## src/rtl/dmem_arbiter.sv

```systemverilog
// Two-port round-robin arbiter and one-shot access sequencer for the data memory.
// Each winning request runs IDLE -> ACCESS -> RESP; out-of-range accesses never reach the memory.
module dmem_arbiter #(
    parameter int unsigned DATA_W    = 64,
    parameter int unsigned ADDR_W    = 64,
    parameter int unsigned MEM_BYTES = 512
) (
    input  logic              clk,
    input  logic              rst_n,

    input  logic              p0_req,
    input  logic              p0_we,
    input  logic [ADDR_W-1:0] p0_addr,
    input  logic [DATA_W-1:0] p0_wdata,
    output logic              p0_gnt,
    output logic              p0_done,
    output logic              p0_err,
    output logic [DATA_W-1:0] p0_rdata,

    input  logic              p1_req,
    input  logic              p1_we,
    input  logic [ADDR_W-1:0] p1_addr,
    input  logic [DATA_W-1:0] p1_wdata,
    output logic              p1_gnt,
    output logic              p1_done,
    output logic              p1_err,
    output logic [DATA_W-1:0] p1_rdata,

    output logic              mem_read,
    output logic              mem_write,
    output logic [ADDR_W-1:0] mem_address,
    output logic [DATA_W-1:0] mem_write_data,
    input  logic [DATA_W-1:0] mem_read_data
);

    localparam logic [1:0] S_IDLE   = 2'd0;
    localparam logic [1:0] S_ACCESS = 2'd1;
    localparam logic [1:0] S_RESP   = 2'd2;

    localparam logic [ADDR_W-1:0] LAST_LEGAL = ADDR_W'(MEM_BYTES - 8);

    logic [1:0]        state_q,      state_d;
    logic              last_grant_q, last_grant_d;
    logic              win_q,        win_d;
    logic              we_q,         we_d;
    logic [ADDR_W-1:0] addr_q,       addr_d;
    logic [DATA_W-1:0] wdata_q,      wdata_d;
    logic              range_ok_q,   range_ok_d;
    logic [DATA_W-1:0] rdata0_q,     rdata0_d;
    logic [DATA_W-1:0] rdata1_q,     rdata1_d;

    logic              grant_valid;
    logic              grant_id;
    logic              sel_we;
    logic [ADDR_W-1:0] sel_addr;
    logic [DATA_W-1:0] sel_wdata;
    logic [DATA_W-1:0] captured;

    always_comb begin
        state_d      = state_q;
        last_grant_d = last_grant_q;
        win_d        = win_q;
        we_d         = we_q;
        addr_d       = addr_q;
        wdata_d      = wdata_q;
        range_ok_d   = range_ok_q;
        rdata0_d     = rdata0_q;
        rdata1_d     = rdata1_q;

        grant_valid  = p0_req | p1_req;
        // On a tie the port that did not win last time is served.
        if (p0_req && p1_req) begin
            grant_id = ~last_grant_q;
        end else begin
            grant_id = p1_req;
        end
        sel_we    = grant_id ? p1_we    : p0_we;
        sel_addr  = grant_id ? p1_addr  : p0_addr;
        sel_wdata = grant_id ? p1_wdata : p0_wdata;
        captured  = (range_ok_q && !we_q) ? mem_read_data : '0;

        case (state_q)
            S_IDLE: begin
                if (grant_valid) begin
                    win_d        = grant_id;
                    last_grant_d = grant_id;
                    we_d         = sel_we;
                    addr_d       = sel_addr;
                    wdata_d      = sel_wdata;
                    range_ok_d   = (sel_addr <= LAST_LEGAL);
                    state_d      = S_ACCESS;
                end
            end
            S_ACCESS: begin
                if (win_q) begin
                    rdata1_d = captured;
                end else begin
                    rdata0_d = captured;
                end
                state_d = S_RESP;
            end
            S_RESP: begin
                state_d = S_IDLE;
            end
            default: begin
                state_d = S_IDLE;
            end
        endcase
    end

    always_ff @(posedge clk or negedge rst_n) begin
        if (!rst_n) begin
            state_q      <= S_IDLE;
            last_grant_q <= 1'b1;
            win_q        <= 1'b0;
            we_q         <= 1'b0;
            addr_q       <= '0;
            wdata_q      <= '0;
            range_ok_q   <= 1'b0;
            rdata0_q     <= '0;
            rdata1_q     <= '0;
        end else begin
            state_q      <= state_d;
            last_grant_q <= last_grant_d;
            win_q        <= win_d;
            we_q         <= we_d;
            addr_q       <= addr_d;
            wdata_q      <= wdata_d;
            range_ok_q   <= range_ok_d;
            rdata0_q     <= rdata0_d;
            rdata1_q     <= rdata1_d;
        end
    end

    // Outputs decode only from registered state, so an asynchronous reset clears them at once.
    logic in_access;
    logic in_resp;

    always_comb begin
        in_access      = (state_q == S_ACCESS);
        in_resp        = (state_q == S_RESP);

        p0_gnt         = in_access & ~win_q;
        p1_gnt         = in_access &  win_q;
        p0_done        = in_resp   & ~win_q;
        p1_done        = in_resp   &  win_q;
        p0_err         = in_resp   & ~win_q & ~range_ok_q;
        p1_err         = in_resp   &  win_q & ~range_ok_q;
        p0_rdata       = rdata0_q;
        p1_rdata       = rdata1_q;

        mem_read       = in_access & range_ok_q & ~we_q;
        mem_write      = in_access & range_ok_q &  we_q;
        mem_address    = in_access ? addr_q  : '0;
        mem_write_data = in_access ? wdata_q : '0;
    end

endmodule

```

## config.mk

```make
export PLATFORM = sky130hd
export DESIGN_NAME = dmem_arbiter
export DESIGN_NICKNAME = d
export VERILOG_FILES = /design/src/rtl/dmem_arbiter.sv
export SDC_FILE = /design/constraint.sdc
export NUM_CORES = 1
export LEC_CHECK = 0
export ABC_AREA = 1
export CAP_MARGIN = 25
export CORE_AREA = 3 3 231 233
export DETAILED_ROUTE_END_ITERATION = 12
export DIE_AREA = 0 0 234 236
export HOLD_SLACK_MARGIN = 0.05
export MAX_ROUTING_LAYER = met4
export PLACE_DENSITY = 0.5
export SYNTH_ARGS = -nofsm -noshare
export SYNTH_HDL_FRONTEND = slang
export SYNTH_SLANG_ARGS = --single-unit
```

## constraint.sdc

```tcl
create_clock -name clk -period 2.77 [get_ports clk]
set_input_delay 0.831 -clock clk [delete_from_list [all_inputs] [get_ports clk]]
set_output_delay 0.831 -clock clk [all_outputs]
set_load 0.005 [all_outputs]
```

# Word level (Yosys, flattened, before mapping)
# Cells that the tools add are included.
dict set report word_totals {
  ff_bits 262
  input_bits 326
  out_inout_bits 264
  wordCells 43
}
dict set report classes {
  order_cmp 1
  n_eq_ne 3
  muxes 9
  bitwise_logic 14
  reduce_logical 7
}
# cell n
set ops {}
lappend ops {{2-to-1 mux 64 bit} 5}
lappend ops {{<= comparator 64 x 9 -> 1 bit (second input constant)} 1}
lappend ops {{AND 1 bit} 9}
lappend ops {{AND reduction 2 bit} 3}
lappend ops {{NOT 1 bit} 4}
lappend ops {{one-hot mux 2 bit (2 select lines)} 1}
lappend ops {{== test 2 x 1 -> 1 bit (second input constant)} 1}
lappend ops {{== test 2 bit (second input constant)} 1}
lappend ops {{logical AND 1 bit} 2}
lappend ops {{logical NOT 2 bit} 1}
lappend ops {{2-to-1 mux 1 bit} 2}
lappend ops {{2-to-1 mux 2 bit} 1}
lappend ops {{!= test 2 bit (second input constant)} 1}
lappend ops {{logical NOT 1 bit} 1}
lappend ops {{OR 1 bit} 1}

# Logic depth before layout (Yosys ltp)
# Gate-level depths: netlist of run 1.
dict set report depth {
  word_depth 4
  mapped_depth 11
  depth_no_buf 10
}

# Worst setup path after synthesis of run 1
# Ideal clock, no wire load.
dict set report synth_timing {
  path_type {flip-flop to output port}
  from {register state_q[0]}
  to {output mem_address[26]}
  arrival_ns 1.196
  required_ns 1.939
  setup_slack_ns 0.743
  stages_incl_launch_ff 7
  n_path_buf 2
  path_cell_list {dfrtp_1 > inv_2 > nor2_2 > inv_2 > clkbuf_1 > clkbuf_1 > nor2_1}
}
dict set report synth_between {
  elab_chain_len 2
}
# element line
set synth_lines {}
lappend synth_lines {{start, declared} 42} ;# logic [1:0] state_q, state_d;
lappend synth_lines {{start signal, assigned} 123} ;# state_q <= state_d;
lappend synth_lines {{== test 2 x 1 -> 1 bit} 140} ;# in_access = (state_q == S_ACCESS);
lappend synth_lines {{2-to-1 mux 64 bit} 154} ;# mem_address = in_access ? addr_q : '0;
lappend synth_lines {{end, declared} 31} ;# output logic [ADDR_W-1:0] mem_address,
# No other way between the ends.

# Worst setup path in the final report of run 1
dict set report layout_timing {
  from {register state_q[0]}
  to {output mem_address[16]}
}
# Same word-level chain as after synthesis.

==> results of run 1 <==
==> where the power goes <==
part / leakage [nW] / switching, W / total [W] / internal [W]
Clock: 0.550 / 0.00169 / 0.00438 / 0.00268
Sequential: 3.42 / 0.000378 / 0.00519 / 0.00481
Combinational: 6.83 / 0.00375 / 0.00671 / 0.00296
==> per-layer routing <==
layer	global-route usage, %	up-vias	routed length [um]
met5	-	-	0
met2	31.11	461	24990
met4	5.546	0	1449
li1	-	5988	-
met1	22.43	5787	21250
met3	5.676	78	4450
==> synth_stat cells, drive strengths merged <==
library cell and count:
nor4 2, nor2 286, inv 250, nor3 2
nand3 8, clkbuf 40, nand3b 32, o21ai 146
nand2 227, buf 53, or2 1, o21a 1
dfstp 1, o22ai 65, mux2 128, dfrtp 261
==> final timing paths <==
| check | from | endpoint |
|---|---|---|
| max | state_q[0] | mem_address[16] |
| min | rst_n | p1_rdata[20] |
| max reg2reg | state_q[0] | p0_rdata[12] |
| min reg2reg | p1_rdata[57] | p1_rdata[57] |
| max in group asynchronous | rst_n | wdata_q[16] |
| min in group clk | p1_rdata[57] | p1_rdata[57] |
==> logic make-up after synthesis <==
| group | Yosys count | synth area share, % |
|---|---|---|
| simple gates | 558 | 17.62 |
| compound gates | 212 | 8.947 |
| buf+inv | 343 | 10.92 |
| flops | 262 | 51.25 |
| mux | 128 | 11.26 |
==> stage by stage <==
stage / instances / setup WS [ps]
2_1_floorplan: 1503 / 742.5
3_3_place_gp: 2769 / -17.31
3_5_place_dp: 2769 / -29.31
4_1_cts: 2835 / -248.6
5_1_grt: 2848 / -216.5
6_report: 2848 / -92.45
==> sequential cells by signal (all words and copies together) (netlist names) <==
name and count:
addr_q 64, p0_rdata 64, p1_rdata 64, wdata_q 64, state_q 2, last_grant_q 1, range_ok_q 1, we_q 1
win_q 1
==> area by class of cell <==
| type | instances | area [um2] |
|---|---|---|
| inverter | 250 | 950.9 |
| sequential | 262 | 6558 |
| tap | 680 | 850.8 |
| antenna | 2 | 5.005 |
| fill | 5289 | 30290 |
| timing repair buffer | 695 | 6660 |
| clock inverter | 10 | 103.9 |
| clock buffer | 49 | 998.5 |
| timing repair inverter | 2 | 25.02 |
| multi-input combinational | 898 | 4964 |
==> critical path: stages, from the launching register on <==
cell and delay [ps]:
dfrtp_1 350, inv_2 50, nor2_4 100, buf_4 160, inv_6 70, buf_4 170
nor2_1 90, clkdlybuf4s50_1 510
==> repair_timing <==
action | CTS | global route
gates cloned | 3 | 1
setup buffers | 4 | 10
endpoints found under the setup margin | 134 | 71
pin swaps | 1 | 0
gates resized for setup | 138 | 164
==> results.tsv, run 1 <==
stage	metric	value	unit
global_routing	track_usage	18.96	%
sta	tightest_slew	989.6	ps
synthesis	yosys.area.top_type	dfrtp_1	
placement	place.gp.congestion	0.8682	
synthesis	synth.cell_area	12800	um2
power	p_total	0.01628	W
sta	finClkSkew	14.60	ps
layout	layout_common_cells	455 x clkdlybuf4s50_1, 261 x dfrtp_1, 254 x nor2_1	
clock_tree	clkTransAtPathRegs	60	ps
run_status	outcome	finished with violations	
die	rows	83	
critical_path	worst_setup_path_end_kind	output pin	
drt	viasPerCell	4.324	
clock_tree	cts_inserted_buffers	34	
sta	hold_viol	0	
run_status	violations	negative setup slack	
global_routing	grt_max_degree	65	
synthesis	syn-num-nets	1829	
global_routing	overflow	0	
die	initial_core_util	24.89	%
global_routing	grt_pass1_wl	78.34	mm
clock_tree	cts_buffer_depth	3	
clock_tree	clk_latency	520	ps
sta	rsz0062_at_grt	yes	
layout	final_common_cell	clkdlybuf4s50_1	
critical_path	cp.arrival	2030	ps
power	powerDensity	770.9	nW/um2
sta	holdWs	212.5	ps
drt	first_pass_iters	9	
drt	avgRoutedWirePerCell	18.31	um
critical_path	cp_max_fo	8	
clock_tree	ctsHoldBuffers	0	
layout	fin_area	21120	um2
die	fp.dieH	236	um
critical_path	cp_data_required_time	1940	ps
placement	numPortBuffers	589	
drt	finalWirelength	52.14	mm
clock_tree	cts_root_buffer	clkbuf_16	
layout	layout-drive-gt1-share	13.34	%
sta	fin_crit	2862	ps
synthesis	synth_top_area_share	51.04	%
die	ios	590	
min_path	hp-class	primary input to async pin	
synthesis	synthTopCellsByArea	dfrtp_1 51%, mux2_1 8.6%, nor2_1 8.3%, inv_1 7.2%, nand2_1 6.6%	
synthesis	avgSynthCellArea	8.514	um2
critical_path	start_kind	register	
layout	final_core_util	41.08	%
drt	postRouteAntennaNets	0	
clock_tree	clock_sinks	262	
power	leakage	10.80	nW
synthesis	ys_types	25	
flow_run	maxCapViolations	0	
synthesis	ys_seq_area_share	51.25	%
clock_tree	cts_tree	yes	
sta	setup_violations	8	
layout	syn2layout_area_growth	65.01	%
drt	drcViolationCount	0	
sta	fmax	349.4	MHz
global_routing	grt_pass1_vias	12980	
clock_tree	ctsHtreeMaxLevel	2	
critical_path	r2r_cells	8	
sta	fin_ws	-92.45	ps
drt	drtIter0Drc	449	
die	die_w	234	um
sta	relSlewSlack	34.03	%
synthesis	yosysWarnings	0	
sta	timing.setup.tns	-292.5	ps
sta	post-route-period-util	103.3	%
drt	via_count	12310	
critical_path	criticalPathCategory	register to output pin	
synthesis	synthCells	1503	
critical_path	r2r_slack	410	ps
layout	final_nets	2469	
power	ir_worst_vdd	0.4228	mV
global_routing	antenna_found_initial	4	
die	core	51410	um2
synthesis	ys_ff_latch	262	
sta	drv_slew	0	
die	die_area	55220	um2
placement	dp_hpwl	40.33	mm
placement	place_area	19970	um2
Note: power is estimated with default switching activity, not from simulation.
==> run 2: changes to the inputs <==
==> constraint.sdc (replaced) <==
create_clock -name clk -period 3.5 [get_ports clk]
set_input_delay 1.05 -clock clk [delete_from_list [all_inputs] [get_ports clk]]
set_output_delay 1.05 -clock clk [all_outputs]
set_load 0.005 [all_outputs]
==> run 2 against run 1 <==
  * The run now ends clean
  * First-iteration DRC count rose by 16%
  * Sequential cell count did not move
  * Total power fell by 22%
  * Register-to-register slack improved by 510 ps
  * Worst hold slack improved by 250 ps
  * Cell count fell by 2.4%
  * Clock skew rose by 3.8 ps
  * Critical path type unchanged
==> results.tsv, run 2 (same netlist as run 1, synthesis figures left out) <==
stage	metric	value	unit	change
clock_tree	cts_root_buffer	clkbuf_16		
sta	hold_viol	0		unchanged
critical_path	crit_family	buffers and inverters		
critical_path	cp_max_fo	54		+46
power	ir_worst_vdd	0.4276	mV	+1.1%
drt	postRouteAntennaNets	0		unchanged
critical_path	r2r_cells	7		-1
critical_path	start_kind	register		
layout	final_common_cell	clkdlybuf4s50_1		
placement	dp_hpwl	40.14	mm	-0.46%
die	die_w	234	um	unchanged
critical_path	criticalPathCategory	register to output pin		
min_path	worstHoldEndpoint	state_q[1]		
placement	place.gp.congestion	0.9134		+5.2%
drt	avgRoutedWirePerCell	18.75	um	+2.4%
global_routing	track_usage	18.88	%	-0.082 points
critical_path	cp_data_required_time	2450	ps	+510 ps
global_routing	grt_pass1_wl	77.20	mm	-1.5%
die	initial_core_util	24.89	%	unchanged
sta	finClkSkew	18.40	ps	+3.809 ps
sta	setup_violations	0		-8
placement	dp_cells	2713		-2.0%
critical_path	worst-path-buf-inv	4		-1
layout	final_nets	2396		-3.0%
drt	drtIter0Drc	522		+16%
layout	final_core_util	40.17	%	-0.91 points
critical_path	r2r_end	p1_rdata[12]		
drt	first_pass_iters	5		-4
die	fp.dieH	236	um	unchanged
power	leakage	9.850	nW	-8.8%
sta	fin_crit	3404	ps	
clock_tree	ctsHtreeMaxLevel	2		unchanged
global_routing	grt_pass1_vias	12570		-3.1%
clock_tree	clock_sinks	262		unchanged
sta	rsz0062_at_grt	yes		
critical_path	r2r_slack	920	ps	+510 ps
sta	drv_slew	0		unchanged
power	powerDensity	614.6	nW/um2	-20%
layout	stdcell_count	2780		-2.4%
placement	numPortBuffers	589		unchanged
critical_path	crit_slowest_cell	clkdlybuf4s50_1		
die	ios	590		unchanged
sta	tightest_slew	1015	ps	+25.13 ps
global_routing	grt_max_degree	88		+35%
drt	finalWirelength	52.13	mm	about the same
clock_tree	clkTransAtPathRegs	50	ps	about the same
clock_tree	cts_inserted_buffers	34		unchanged
drt	drcViolationCount	0		unchanged
min_path	hp-class	register to register		
global_routing	antenna_found_initial	10		+6
critical_path	reg2reg_from	state_q[0]		
flow_run	maxCapViolations	0		unchanged
min_path	hold_start	state_q[1]		
critical_path	worstPathCellList	inv_2, nor2_2, bufinv_16, buf_12, nor2_1, clkdlybuf4s50_1		
critical_path	worst_setup_path_end_kind	output pin		
die	rows	83		unchanged
drt	via_count	12070		-2.0%
clock_tree	clk_latency	540	ps	+20 ps
die	die_area	55220	um2	unchanged
sta	holdWs	466.7	ps	+254.2 ps
clock_tree	cts_tree	yes		
sta	post-route-period-util	97.26	%	
power	p_total	0.01269	W	-22%
layout	layout-drive-gt1-share	6.361	%	-7.0 points
clock_tree	cts_buffer_depth	3		unchanged
sta	timing.setup.tns	0	ps	+292.5 ps
die	core	51410	um2	unchanged
layout	syn2layout_area_growth	61.36	%	
layout	layout_common_cells	588 x clkdlybuf4s50_1, 279 x nor2_1, 261 x dfrtp_1		
run_status	outcome	finished clean		
global_routing	overflow	0		unchanged
drt	viasPerCell	4.342		+0.42%
critical_path	crit_path_max_incr_delay	580	ps	+70 ps
critical_path	cp.arrival	2350	ps	+320 ps
sta	fmax	293.8	MHz	
sta	relSlewSlack	32.35	%	-1.7 points
min_path	hold_depth	1		
[run 2: stage by stage]
step | area, um2 | setup WS (ps)
finish | 20650 | 95.78
global route | 20650 | -28.50
CTS | 20580 | -13.36
detailed placement | 19500 | 297.7
global placement | 19500 | 357.3
floorplan | 12800 | 1254
[run 2: area by class of cell]
class	count	area [um2]
fillers	5220	30760
multi-input cells	898	4866
clock inverters	9	92.59
well taps	680	850.8
inverters	250	964.7
repair buffers	624	6309
flip-flops and latches	262	6558
diodes	9	22.52
clock buffers	48	984.7
[run 2: what timing repair did]
item,CTS,global route
hold buffers,0,0
endpoints found under the setup margin,85,62
gates resized for setup,1,9
buffers inserted,0,1
[run 2: worst max path at each step]
stage | startpoint | to | slack [ps] | depth (start not counted)
after detailed placement | p1_req | range_ok_q | 300 | 10
after floorplan | state_q[0] | mem_address[26] | 1250 | 6
after global routing | state_q[0] | mem_address[35] | -30 | 6
after global placement | p1_req | range_ok_q | 360 | 10
after CTS | state_q[0] | mem_address[34] | -10 | 6
final | state_q[0] | mem_address[13] | 100 | 6
[run 2: layer usage]
metal	vias to the layer above	routed length (um)	global-route usage, %
li1	5839	-	-
met1	5691	20980	22.08
met2	465	25210	31.08
met3	75	4508	5.580
met4	0	1438	6.047
met5	-	0	-
[run 2: worst reg2reg max path, delay by kind of cell (launching register included)]
family | cells | cell delay [ps]
simple gates | 2 | 230
buf+inv | 4 | 1290
mux | 1 | 510
flops | 1 | 420
[run 2: power by group]
part | switching [W] | internal (W) | total (W)
Sequential | 0.000323 | 0.00381 | 0.00413
Combinational | 0.00280 | 0.00235 | 0.00515
Clock | 0.00137 | 0.00204 | 0.00341
==> run 3: changes to the inputs <==
--- a/config.mk
+++ b/config.mk
@@ -7,9 +7,9 @@
 export LEC_CHECK = 0
 export ABC_AREA = 1
 export CAP_MARGIN = 25
-export CORE_AREA = 3 3 231 233
+export CORE_AREA = 2 2 230 232
 export DETAILED_ROUTE_END_ITERATION = 12
-export DIE_AREA = 0 0 234 236
+export DIE_AREA = 0 0 232 234
 export HOLD_SLACK_MARGIN = 0.05
 export MAX_ROUTING_LAYER = met4
 export PLACE_DENSITY = 0.5
==> run 3 against run 2 <==
  * First-iteration DRC count is 11% lower
  * Worst hold slack worse by 19 ps
  * Global-route usage down 0.10 points
  * Final area hardly changed
  * Worst setup slack better by 42 ps
  * Routed wire length is 2.9% lower
  * Critical path depth unchanged
  * Die area shrank 1.7%
  * Clock power up 6.7%
  * Total power grew 1.0%
  * Critical path type unchanged
  * Largest power group unchanged
==> results.tsv, run 3 (same netlist as run 1, synthesis figures left out) <==
stage	metric	value	unit	change
run_status	outcome	finished clean		
global_routing	track_usage	18.78	%	-0.10 points
layout	final_nets	2385		-0.46%
critical_path	worst-path-buf-inv	4		unchanged
placement	place_area	19440	um2	-0.33%
sta	holdWs	447.4	ps	-19.38 ps
sta	timing.setup.tns	0	ps	unchanged
critical_path	crit_path_max_incr_delay	530	ps	-50 ps
drt	via_count	11990		-0.65%
clock_tree	ctsHoldBuffers	0		unchanged
die	rows	84		+1.2%
critical_path	crit_slowest_cell	clkdlybuf4s50_1		
drt	drcViolationCount	0		unchanged
layout	layout-drive-gt1-share	5.998	%	-0.36 points
die	initial_core_util	24.60	%	-0.30 points
global_routing	grt_max_degree	87		-1.1%
sta	setup_violations	0		unchanged
drt	viasPerCell	4.320		-0.50%
clock_tree	clkTransAtPathRegs	60	ps	about the same
placement	dp_hpwl	38.34	mm	-4.5%
sta	fin_crit	3362	ps	-42.05 ps
placement	post-place-ws	396.7	ps	+99.03 ps
drt	postRouteAntennaNets	0		unchanged
drt	first_pass_iters	4		-1
layout	fill_cells	5399		+3.4%
drt	finalWirelength	50.62	mm	-2.9%
die	die_area	54290	um2	-1.7%
clock_tree	cts_tree	yes		
sta	fin_ws	137.8	ps	+42.05 ps
die	fp.dieH	234	um	-0.85%
critical_path	r2r_slack	950	ps	+30 ps
power	ir_worst_vdd	0.2925	mV	-32%
power	powerDensity	620.8	nW/um2	+1.0%
critical_path	cp_data_required_time	2450	ps	about the same
layout	layout_common_cells	588 x clkdlybuf4s50_1, 281 x nor2_1, 260 x dfrtp_1		
clock_tree	clock_sinks	262		unchanged
drt	drtIter0Drc	462		-11%
critical_path	crit_family	buffers and inverters		
clock_tree	cts_root_buffer	clkbuf_16		
critical_path	criticalPathCategory	register to output pin		
sta	finClkSkew	17.13	ps	-1.274 ps
critical_path	worstPathCellList	inv_2, nor2_2, bufinv_16, buf_12, nor2_1, clkdlybuf4s50_1		
die	ios	590		unchanged
global_routing	grt_pass1_wl	75.31	mm	-2.5%
sta	post-route-period-util	96.06	%	-1.2 points
power	leakage	9.828	nW	-0.23%
sta	relSlewSlack	34.98	%	+2.6 points
critical_path	cp_max_fo	47		-13%
critical_path	start_kind	register		
sta	fmax	297.4	MHz	+1.3%
sta	tightest_slew	975.4	ps	-39.39 ps
die	core	52020	um2	+1.2%
flow_run	maxCapViolations	0		unchanged
die	die_w	232	um	-0.85%
placement	numPortBuffers	589		unchanged
global_routing	grt_pass1_vias	12430		-1.1%
clock_tree	ctsHtreeMaxLevel	2		unchanged
layout	syn2layout_area_growth	61.37	%	about the same
layout	final_common_cell	clkdlybuf4s50_1		
sta	drv_slew	0		unchanged
clock_tree	cts_inserted_buffers	34		unchanged
placement	place.gp.congestion	0.9090		-0.48%
sta	rsz0062_at_grt	no		
clock_tree	clk_latency	530	ps	about the same
drt	avgRoutedWirePerCell	18.23	um	-2.8%
global_routing	overflow	0		unchanged
critical_path	worst_setup_path_end_kind	output pin		
layout	fin_area	20650	um2	about the same
min_path	hp-class	register to register		
clock_tree	cts_buffer_depth	3		unchanged
critical_path	cp.arrival	2310	ps	-40 ps
global_routing	antenna_found_initial	5		-5
sta	hold_viol	0		unchanged
run 3: final timing paths:
kind / from / to / cells after the start
setup / recovery: state_q[0] / mem_address[61] / 6
hold / removal: state_q[1] / state_q[1] / 1
setup reg to reg: state_q[0] / p1_rdata[12] / 7
hold reg to reg: state_q[1] / state_q[1] / 1
max in group asynchronous: rst_n / p1_rdata[38] / 2
min in group asynchronous: rst_n / wdata_q[39] / 1
run 3: through the flow:
stage | cells | power (W) | util, %
3_3_place_gp | 2711 | 0.009252 | 37.36
5_1_grt | 2776 | 0.01369 | 39.69
2_1_floorplan | 1503 | 0.006714 | -
3_5_place_dp | 2711 | 0.009261 | 37.36
4_1_cts | 2772 | 0.01301 | 39.64
6_report | 2776 | 0.01282 | 39.69
run 3: per-layer routing:
layer	global-route usage, %	routed length, um	up-vias
li1	-	-	5805
met1	22.92	21570	5672
met2	30.60	24020	431
met3	4.742	3591	84
met4	5.709	1442	0
met5	-	0	-
run 3: what timing repair did:
action,4_1_cts,5_1_grt
buffers inserted,0,0
setup endpoints to repair,73,72
gates resized for setup,3,3
run 3: final cells by class:
class,instances,area [um2],area share [%]
antenna,4,10.01,0.04848
clock buffer,53,1076,5.211
clock inverter,8,97.59,0.4726
inverter,250,965.9,4.678
multi-input combinational,898,4861,23.54
sequential,262,6559,31.76
tap,688,860.8,4.169
timing repair buffer,613,6218,30.12
run 3: power breakdown:
group          leakage (nW)  switching (W)  internal [W]
logic                  5.84        0.00277       0.00229
registers              3.42       0.000310       0.00381
clock network         0.569        0.00138       0.00226
